<file path="src/rtl/clock_enable_sequencer_if.sv">
// -----------------------------------------------------------------------------
// clock_enable_sequencer_if
// Bundles the lock/rate/hold inputs and the enable/reset outputs of the
// clock enable sequencer.
//   locked    : DCM LOCKED, asynchronous to the system clock
//   turbo     : requested CPU rate (0=3.5, 1=7, 2/3=14 MHz)
//   cpu_hold  : contention/wait request, suppresses CPU rising enables
//   rst_out   : synchronous system reset, high until the sequencer runs
//   ce7p/ce7n : 7 MHz pixel enables, rising/falling phase
//   cpu_cep/cpu_cen : CPU enables, rising/falling phase
//   psg_ce    : 1.75 MHz audio enable
//   turbo_ack : CPU rate currently applied
// slave modport faces the sequencer, master modport faces the system.
// -----------------------------------------------------------------------------
interface clock_enable_sequencer_if;
    logic       locked;
    logic [1:0] turbo;
    logic       cpu_hold;
    logic       rst_out;
    logic       ce7p;
    logic       ce7n;
    logic       cpu_cep;
    logic       cpu_cen;
    logic       psg_ce;
    logic [1:0] turbo_ack;

    modport slave (
        input  locked, turbo, cpu_hold,
        output rst_out, ce7p, ce7n, cpu_cep, cpu_cen, psg_ce, turbo_ack
    );

    modport master (
        output locked, turbo, cpu_hold,
        input  rst_out, ce7p, ce7n, cpu_cep, cpu_cen, psg_ce, turbo_ack
    );
endinterface

</file>
<file path="src/rtl/clock_enable_sequencer.sv">
// -----------------------------------------------------------------------------
// clock_enable_sequencer
// Owns the 28.333 MHz DCM clock domain. Holds the system in reset until DCM
// lock has been stable for STARTUP_CYCLES clocks, then derives all clock
// enables (pixel, CPU, PSG) from one 5-bit phase counter. CPU rate changes
// are applied only at 8-phase boundaries and CPU rising enables can be held
// off by cpu_hold; a started CPU cycle always completes.
// Ports:
//   clock : system clock from the DCM CLKFX buffer
//   reset : asynchronous, active-high reset
//   bus   : slave side of clock_enable_sequencer_if (see interface header)
// -----------------------------------------------------------------------------
module clock_enable_sequencer #(
    parameter int STARTUP_CYCLES = 1024
) (
    input  logic                            clock,
    input  logic                            reset,
    clock_enable_sequencer_if.slave         bus
);
    localparam int CW = (STARTUP_CYCLES > 2) ? $clog2(STARTUP_CYCLES) : 1;
    localparam logic [CW-1:0] COUNT_LAST = CW'(STARTUP_CYCLES - 1);

    typedef enum logic [1:0] {
        S_WAIT_LOCK = 2'd0,
        S_STARTUP   = 2'd1,
        S_RUN       = 2'd2
    } state_t;

    logic          r_lock_meta;
    logic          r_lock_sync;
    state_t        r_state;
    state_t        w_state_next;
    logic [CW-1:0] r_count;
    logic [CW-1:0] w_count_next;
    logic [4:0]    r_phase;
    logic [4:0]    w_phase_next;
    logic [1:0]    r_ack;
    logic [1:0]    w_ack_next;
    logic          r_half;
    logic          w_half_next;
    logic          w_run_next;
    logic          w_switch;
    logic [1:0]    w_turbo_sat;
    logic          w_raw_p;
    logic          w_raw_n;
    logic          w_cep_next;
    logic          w_cen_next;
    logic          r_rst_out;
    logic          r_ce7p;
    logic          r_ce7n;
    logic          r_cpu_cep;
    logic          r_cpu_cen;
    logic          r_psg_ce;

    // Two-flop synchroniser for the asynchronous DCM lock signal
    always_ff @(posedge clock or posedge reset) begin
        if (reset) begin
            r_lock_meta <= 1'b0;
            r_lock_sync <= 1'b0;
        end else begin
            r_lock_meta <= bus.locked;
            r_lock_sync <= r_lock_meta;
        end
    end

    // FSM state and startup counter registers
    always_ff @(posedge clock or posedge reset) begin
        if (reset) begin
            r_state <= S_WAIT_LOCK;
            r_count <= '0;
        end else begin
            r_state <= w_state_next;
            r_count <= w_count_next;
        end
    end

    // FSM next-state: lock must stay high for the whole startup window
    always_comb begin
        w_state_next = r_state;
        w_count_next = r_count;
        case (r_state)
            S_WAIT_LOCK: begin
                w_count_next = '0;
                if (r_lock_sync) begin
                    w_state_next = S_STARTUP;
                end else begin
                    w_state_next = S_WAIT_LOCK;
                end
            end
            S_STARTUP: begin
                if (!r_lock_sync) begin
                    w_state_next = S_WAIT_LOCK;
                    w_count_next = '0;
                end else if (r_count == COUNT_LAST) begin
                    w_state_next = S_RUN;
                end else begin
                    w_count_next = r_count + {{(CW-1){1'b0}}, 1'b1};
                end
            end
            S_RUN: begin
                if (!r_lock_sync) begin
                    w_state_next = S_WAIT_LOCK;
                end else begin
                    w_state_next = S_RUN;
                end
            end
            default: begin
                w_state_next = S_WAIT_LOCK;
                w_count_next = '0;
            end
        endcase
    end

    // Enable decode; all enables are computed for the next phase so the
    // registered outputs line up with the phase they belong to.
    always_comb begin
        w_run_next  = (w_state_next == S_RUN);
        w_phase_next = 5'd0;
        if (w_run_next && (r_state == S_RUN)) begin
            w_phase_next = r_phase + 5'd1;
        end else begin
            w_phase_next = 5'd0;
        end

        // Rate changes land only after the phase-7 falling enable, so the
        // new rate starts cleanly at phase 0 of the next 8-phase group.
        w_turbo_sat = (bus.turbo == 2'd3) ? 2'd2 : bus.turbo;
        w_switch    = (r_state == S_RUN) && (r_phase[2:0] == 3'd7);
        w_ack_next  = w_switch ? w_turbo_sat : r_ack;

        case (w_ack_next)
            2'd0: begin
                w_raw_p = (w_phase_next[2:0] == 3'd3);
                w_raw_n = (w_phase_next[2:0] == 3'd7);
            end
            2'd1: begin
                w_raw_p = (w_phase_next[1:0] == 2'd1);
                w_raw_n = (w_phase_next[1:0] == 2'd3);
            end
            default: begin
                w_raw_p = (w_phase_next[0] == 1'b0);
                w_raw_n = (w_phase_next[0] == 1'b1);
            end
        endcase

        // Rising enable may be held off; falling enable only closes an
        // already-open CPU cycle, which keeps p/n strictly alternating.
        w_cep_next = w_run_next && w_raw_p && !bus.cpu_hold && !r_half;
        w_cen_next = w_run_next && w_raw_n && r_half;

        if (!w_run_next) begin
            w_half_next = 1'b0;
        end else if (w_cep_next) begin
            w_half_next = 1'b1;
        end else if (w_cen_next) begin
            w_half_next = 1'b0;
        end else begin
            w_half_next = r_half;
        end
    end

    // Phase, rate, pairing and registered enable outputs
    always_ff @(posedge clock or posedge reset) begin
        if (reset) begin
            r_phase   <= 5'd0;
            r_ack     <= 2'd0;
            r_half    <= 1'b0;
            r_rst_out <= 1'b1;
            r_ce7p    <= 1'b0;
            r_ce7n    <= 1'b0;
            r_cpu_cep <= 1'b0;
            r_cpu_cen <= 1'b0;
            r_psg_ce  <= 1'b0;
        end else begin
            r_phase   <= w_phase_next;
            r_ack     <= w_ack_next;
            r_half    <= w_half_next;
            r_rst_out <= !w_run_next;
            r_ce7p    <= w_run_next && (w_phase_next[1:0] == 2'd1);
            r_ce7n    <= w_run_next && (w_phase_next[1:0] == 2'd3);
            r_cpu_cep <= w_cep_next;
            r_cpu_cen <= w_cen_next;
            r_psg_ce  <= w_run_next && (w_phase_next[3:0] == 4'd15);
        end
    end

    assign bus.rst_out   = r_rst_out;
    assign bus.ce7p      = r_ce7p;
    assign bus.ce7n      = r_ce7n;
    assign bus.cpu_cep   = r_cpu_cep;
    assign bus.cpu_cen   = r_cpu_cen;
    assign bus.psg_ce    = r_psg_ce;
    assign bus.turbo_ack = r_ack;

endmodule

</file>
<file path="src/flat_wrapper.sv">
// flat-port wrapper written by rule: the top's interface ports become plain ports
module clock_enable_sequencer_flat 
#(
    parameter int STARTUP_CYCLES = 1024
)
  (clock, reset, bus_locked, bus_turbo, bus_cpu_hold, bus_rst_out, bus_ce7p, bus_ce7n, bus_cpu_cep, bus_cpu_cen, bus_psg_ce, bus_turbo_ack);
  clock_enable_sequencer_if bus_i ();
  input  logic clock;
  input  logic reset;
  input wire logic [$bits(bus_i.locked)-1:0] bus_locked;
  input wire logic [$bits(bus_i.turbo)-1:0] bus_turbo;
  input wire logic [$bits(bus_i.cpu_hold)-1:0] bus_cpu_hold;
  output wire logic [$bits(bus_i.rst_out)-1:0] bus_rst_out;
  output wire logic [$bits(bus_i.ce7p)-1:0] bus_ce7p;
  output wire logic [$bits(bus_i.ce7n)-1:0] bus_ce7n;
  output wire logic [$bits(bus_i.cpu_cep)-1:0] bus_cpu_cep;
  output wire logic [$bits(bus_i.cpu_cen)-1:0] bus_cpu_cen;
  output wire logic [$bits(bus_i.psg_ce)-1:0] bus_psg_ce;
  output wire logic [$bits(bus_i.turbo_ack)-1:0] bus_turbo_ack;
  assign bus_i.locked = bus_locked;
  assign bus_i.turbo = bus_turbo;
  assign bus_i.cpu_hold = bus_cpu_hold;
  assign bus_rst_out = bus_i.rst_out;
  assign bus_ce7p = bus_i.ce7p;
  assign bus_ce7n = bus_i.ce7n;
  assign bus_cpu_cep = bus_i.cpu_cep;
  assign bus_cpu_cen = bus_i.cpu_cen;
  assign bus_psg_ce = bus_i.psg_ce;
  assign bus_turbo_ack = bus_i.turbo_ack;
  clock_enable_sequencer #(.STARTUP_CYCLES(STARTUP_CYCLES)) u_core (.clock(clock), .reset(reset), .bus(bus_i));
endmodule
</file>
<file path="config.mk">
export PLATFORM = sky130hd
export DESIGN_NAME = clock_enable_sequencer_flat
export DESIGN_NICKNAME = d
export VERILOG_FILES = /design/src/rtl/clock_enable_sequencer_if.sv /design/src/rtl/clock_enable_sequencer.sv /design/src/flat_wrapper.sv
export SDC_FILE = /design/constraint.sdc
export NUM_CORES = 1
export LEC_CHECK = 0
export ABC_AREA = 1
export BUFFER_PORTS_ARGS = -buffer_cell sky130_fd_sc_hd__buf_2
export CAP_MARGIN = 20
export CORE_UTILIZATION = 57
export DETAILED_ROUTE_END_ITERATION = 10
export HOLD_SLACK_MARGIN = 0.15
export PLACE_DENSITY = 0.78
export SLEW_MARGIN = 5
export SYNTH_ARGS = -nofsm -noshare
export SYNTH_HDL_FRONTEND = slang
export SYNTH_SLANG_ARGS = --single-unit
export TNS_END_PERCENT = 30
</file>
<file path="constraint.sdc">
create_clock -name clock -period 2 [get_ports clock]
set_input_delay 0.4 -clock clock [delete_from_list [all_inputs] [get_ports clock]]
set_output_delay 0.4 -clock clock [all_outputs]
set_load 0.02 [all_outputs]
</file>
# After elaboration in Yosys (flattened, before gate mapping)
# Cells that the tools add are included.
# W data, S select, Z words.
[word_totals]
register_bits = 28
inputBits = 6
elab_cells = 63
[op_classes]
addsub = 2
eq_ne = 14
n_mux = 16
n_bitwise = 2
reduce_logical = 16
[ops]
columns = ["operator", "count"]
rows = [
  ["$mux W10", 2],
  ["$pmux W10 S2", 1],
  ["$add A10 B1 Y10 const B", 1],
  ["$eq A10 B10 Y1 const B", 1],
  ["$logic_and A1 B1 Y1", 10],
  ["$mux W2", 5],
  ["$eq A2 B2 Y1 const B", 4],
  ["$eq A2 B1 Y1 const B", 3],
  ["$eq A3 B3 Y1 const B", 2],
  ["$ne A3 B3 Y1 const B", 2],
  ["$pmux W2 S3", 1],
  ["$add A5 B1 Y5 const B", 1],
  ["$mux W5", 1],
  ["$eq A4 B4 Y1 const B", 1],
  ["$logic_not A2 Y1", 2],
  ["$mux W1", 4],
  ["$pmux W1 S2", 2],
  ["$eq A3 B2 Y1 const B", 1],
  ["$logic_not A1 Y1", 3],
  ["$not A1 Y1", 2],
  ["$reduce_and A2 Y1", 1],
]

# Depth between registers and ports, before layout
[logic_depth]
word_depth = 14
depth_mapped = 10

# Worst setup path after synthesis
# OpenSTA, ideal clock, no wires.
[synth_path]
path_kind = "reg-to-reg"
from = "register u_core.r_phase[0]"
to = "register u_core.r_half"
setup_ns = 0.118
arrival_time_ns = 1.329
required_ns = 1.882
setup_slack_ns = 0.553
stages_incl_launch_ff = 11
path_buffers = 0
synth_period_minus_slack_ns = 1.447
path_cell_list = "dfrtp_1 ha_1 ha_1 nand3_1 nand2_1 nand2_1 nand2_1 nand2_1 nor2_1 nand2_1 nand2_1"
[synth_between]
elab_chain_cells = 10
elab_cells_between_ends = 22
[synth_lines]
columns = ["item", "line", "rtl"]
rows = [
  ["start, declared", "clock_enable_sequencer.sv:35", "logic [4:0] r_phase;"],
  ["start signal, assigned", "clock_enable_sequencer.sv:175", "r_phase <= w_phase_next;"],
  ["$eq A3 B3 Y1 (*)", "clock_enable_sequencer.sv:128", "w_switch = (r_state == S_RUN) && (r_phase[2:0] == 3'd7);"],
  ["$logic_and A1 B1 Y1 (*)", "clock_enable_sequencer.sv:128", ""],
  ["$mux W2 (*)", "clock_enable_sequencer.sv:129", "w_ack_next = w_switch ? w_turbo_sat : r_ack;"],
  ["via u_core.w_ack_next[1]", "clock_enable_sequencer.sv:38", "logic [1:0] w_ack_next;"],
  ["$eq A2 B1 Y1 / $logic_not A2 Y1 (equally long branches)", "clock_enable_sequencer.sv:131", "case (w_ack_next)"],
  ["$pmux W1 S2", "clock_enable_sequencer.sv:131", ""],
  ["$logic_and A1 B1 Y1 (3 in a row)", "clock_enable_sequencer.sv:148", "w_cep_next = w_run_next && w_raw_p && !bus.cpu_hold && !r_half;"],
  ["$mux W1", "clock_enable_sequencer.sv:153", "end else if (w_cep_next) begin"],
  ["$mux W1", "clock_enable_sequencer.sv:151", "if (!w_run_next) begin"],
  ["end signal, assigned", "clock_enable_sequencer.sv:177", "r_half <= w_half_next;"],
  ["end, declared", "clock_enable_sequencer.sv:39", "logic r_half;"],
]
# The timed path passes the listed nets; every way through them passes the cells marked *.
# A chain may end at the register's enable or synchronous reset.

# Final worst setup path
# Same ends and word-level chain as after synthesis.

==> run metrics <==
mean area per synthesized cell 8.70 um2; synthesis-stage register bit count 27; CTS root buf clkbuf_4; nets 181; Simple-Gate Fraction of Synth Area 31.9%; mean number of vias per cell 5.41; setup TNS 0 ns; drt wl/cell 12.4 um; Final ANT Viol Nets 0; Die X 50.3 um; clock latency at the later pin of the worst-skew pair 0.33 ns; max cap viols 0; clock slew at the register clock pins of the worst setup and hold paths 0.15 ns; Tightest Hold Check Type in2reg; GP Congestion 0.855; Final Non-Filler Cells 199; row cnt 17; crit path DAT 1.93 ns; Slew Viols, Final 0; Peak VDD IR 0.000452 V; end of the critical path u_core.r_half; largest family of logic cells by synthesized area simple AND/OR/NAND/NOR gates; static leakage 0.000768 uW; mux share of post-synthesis cell area 0%; # clock sinks 27; RSZ-0062 raised after global routing false; worst-path maximum fanout 5; initial antenna violation count 0; status finished clean; starting density of the core 60.2%; Design Power 826 uW; Routed WL 2470 um; placed cell areas 1430 um2; aggregate global routing overflow 0; Post-CTS Setup Inserts 0; worst clock skew 0.0145 ns; Seq/Total Area, Yosys 50.8%; FF-to-FF setup slack 0.36 ns; Tot GR Track Use 23.3%; DRT Pass-1 Iters 4; syn nets 162; Die Y 50.3 um; I/O Pins 14; largest net degree at the start of global routing 28; Finished Cell Area 1470 um2; Cell variety after synth 27; crit path from u_core.r_phase[0]; initial drt markers 16; global-route wire length before repair 4360 um; via count 1076; CTS buffer count 3; post-CTS sizing 0; CTS tree done; Worst Setup Path Type reg2reg; vias in the first global route 1029; R2R depth 10; # H-tree levels 1; XOR/XNOR Fraction of Synth Area 0.658%; Compound-Gate Fraction of Synth Area 6.67%; clk buf depth 2; Setup crit end kind register; layout cells sized above 1 21.1%; Mapped Cells 153; core area 2210 um2; reg-to-reg endpoint u_core.r_half; DRC Markers 0; yosys warns 0; Final setup viols 0; commonest non-fill, non-tap cell in the layout nand2_1; fin crit share 82.1%; Final Hold Vio Count 0; leading cell types in the layout, fill and taps excluded nand2_1, dfrtp_1, inv_1; worst relative slew slack 64.5%; Max Freq 609 MHz; DIE AREA 2530 um2; Syn-to-layout area delta 10.4%; Post-Syn Area 1330 um2; minimum clock period 1.64 ns; crit path launch type register; worst slew pin tran 0.531 ns; FF-to-FF Start u_core.r_phase[0]; placed insts 194; CP Data Required Time 2.29 ns; # diodes 0; I/O Buffers 13; pwr dens 562 nW/um2; adder-cell share of the synthesized area 2.82%; post-detail-place hpwl 1890 um
stage by stage:
stage	setup WS [ns]	utilization, %	hold WS [ns]
after floorplan	0.553	-	0.331
after global placement	0.437	64.8	0.337
after detailed placement	0.366	64.8	0.342
after CTS	0.348	66.5	0.170
after global routing	0.152	66.5	0.162
final	0.359	66.5	0.173
cell type report:
type / instances / area, um2
Fill cell: 192 / 742
Sequential cell: 27 / 677
Clock buffer: 4 / 26.3
Timing Repair Buffer: 15 / 82.6
Tap cell: 28 / 35.0
Multi-Input combinational cell: 101 / 559
Inverter: 24 / 90.1
worst min-delay path by stage:
stage | start | endpoint | cells past startpoint
after floorplan | u_core.r_lock_meta | u_core.r_lock_sync | 0
after global placement | u_core.r_lock_meta | u_core.r_lock_sync | 0
after detailed placement | u_core.r_lock_meta | u_core.r_lock_sync | 0
after CTS | bus_locked | u_core.r_lock_meta | 1
after global routing | bus_locked | u_core.r_lock_meta | 1
final | bus_locked | u_core.r_lock_meta | 1
where the power goes:
group / internal [uW] / switching [uW]
combinational: 10.6 / 21.6
sequential: 551 / 6.64
clock: 78.3 / 157
total: 640 / 186
cells in the mapped netlist:
| cell | number | share of area [%] |
|---|---|---|
| a211oi_1 | 1 | 0.56 |
| a21oi_1 | 2 | 0.75 |
| buf_2 | 1 | 0.38 |
| clkinv_1 | 1 | 0.28 |
| dfrtp_1 | 26 | 49 |
| dfstp_2 | 1 | 2.0 |
| ha_1 | 3 | 2.8 |
| inv_1 | 22 | 6.2 |
| inv_2 | 1 | 0.28 |
| nand2_1 | 35 | 9.9 |
| nand2_2 | 2 | 0.94 |
| nand2_4 | 1 | 0.85 |
| nand3_1 | 12 | 4.5 |
| nand3_2 | 2 | 1.5 |
| nand4_1 | 9 | 4.2 |
| nor2_1 | 12 | 3.4 |
| nor2_2 | 4 | 1.9 |
| nor2_4 | 2 | 1.7 |
| nor3_2 | 1 | 0.75 |
| nor3_4 | 1 | 1.2 |
| nor3b_1 | 1 | 0.56 |
| o21ai_0 | 6 | 2.3 |
| o21ai_2 | 3 | 2.0 |
| o21bai_1 | 1 | 0.56 |
| o31ai_1 | 1 | 0.56 |
| or2_2 | 1 | 0.47 |
| xor2_1 | 1 | 0.66 |
worst max-delay path, cell delays in order (launching register included):
cell and delay (ns):
dfrtp_1 0.49, ha_1 0.19, ha_1 0.20, nand3_1 0.12, nand2_1 0.08, nand2_1 0.09
nand2_1 0.10, inv_1 0.04, a21oi_1 0.17, nand2_1 0.07, nand2_1 0.06
registers in the layout, summed over array words and instances, names as in the netlist, 2 cells and up:
register              count
u_core.bus.turbo_ack      2
u_core.r_count           10
u_core.r_phase            4
u_core.r_state            2
repair_timing:
item | 4_1_cts | 5_1_grt
endpoints found under the setup margin | 0 | 0
hold buffers | 1 | 0
hold endpoints to repair | 26 | 0
logic make-up after synthesis:
| family | count (synthesis) |
|---|---|
| AOI/OAI and AO/OA | 14 |
| xor gates and xnor gates | 1 |
| adders and majority gates | 3 |
| buffers and inverters | 25 |
| DFF | 27 |
| and+or+nand+nor | 83 |
routing by layer:
| metal | share of wire [%] | vias up | global-route usage, % |
|---|---|---|---|
| met3 | 2.3 | 5 | 2.73 |
| li1 | - | 531 | - |
| met4 | 1.9 | 0 | 12.0 |
| met5 | 0 | - | 0 |
| met2 | 50 | 17 | 38.7 |
| met1 | 46 | 523 | 29.8 |
Power figures use the tool's default switching activity.
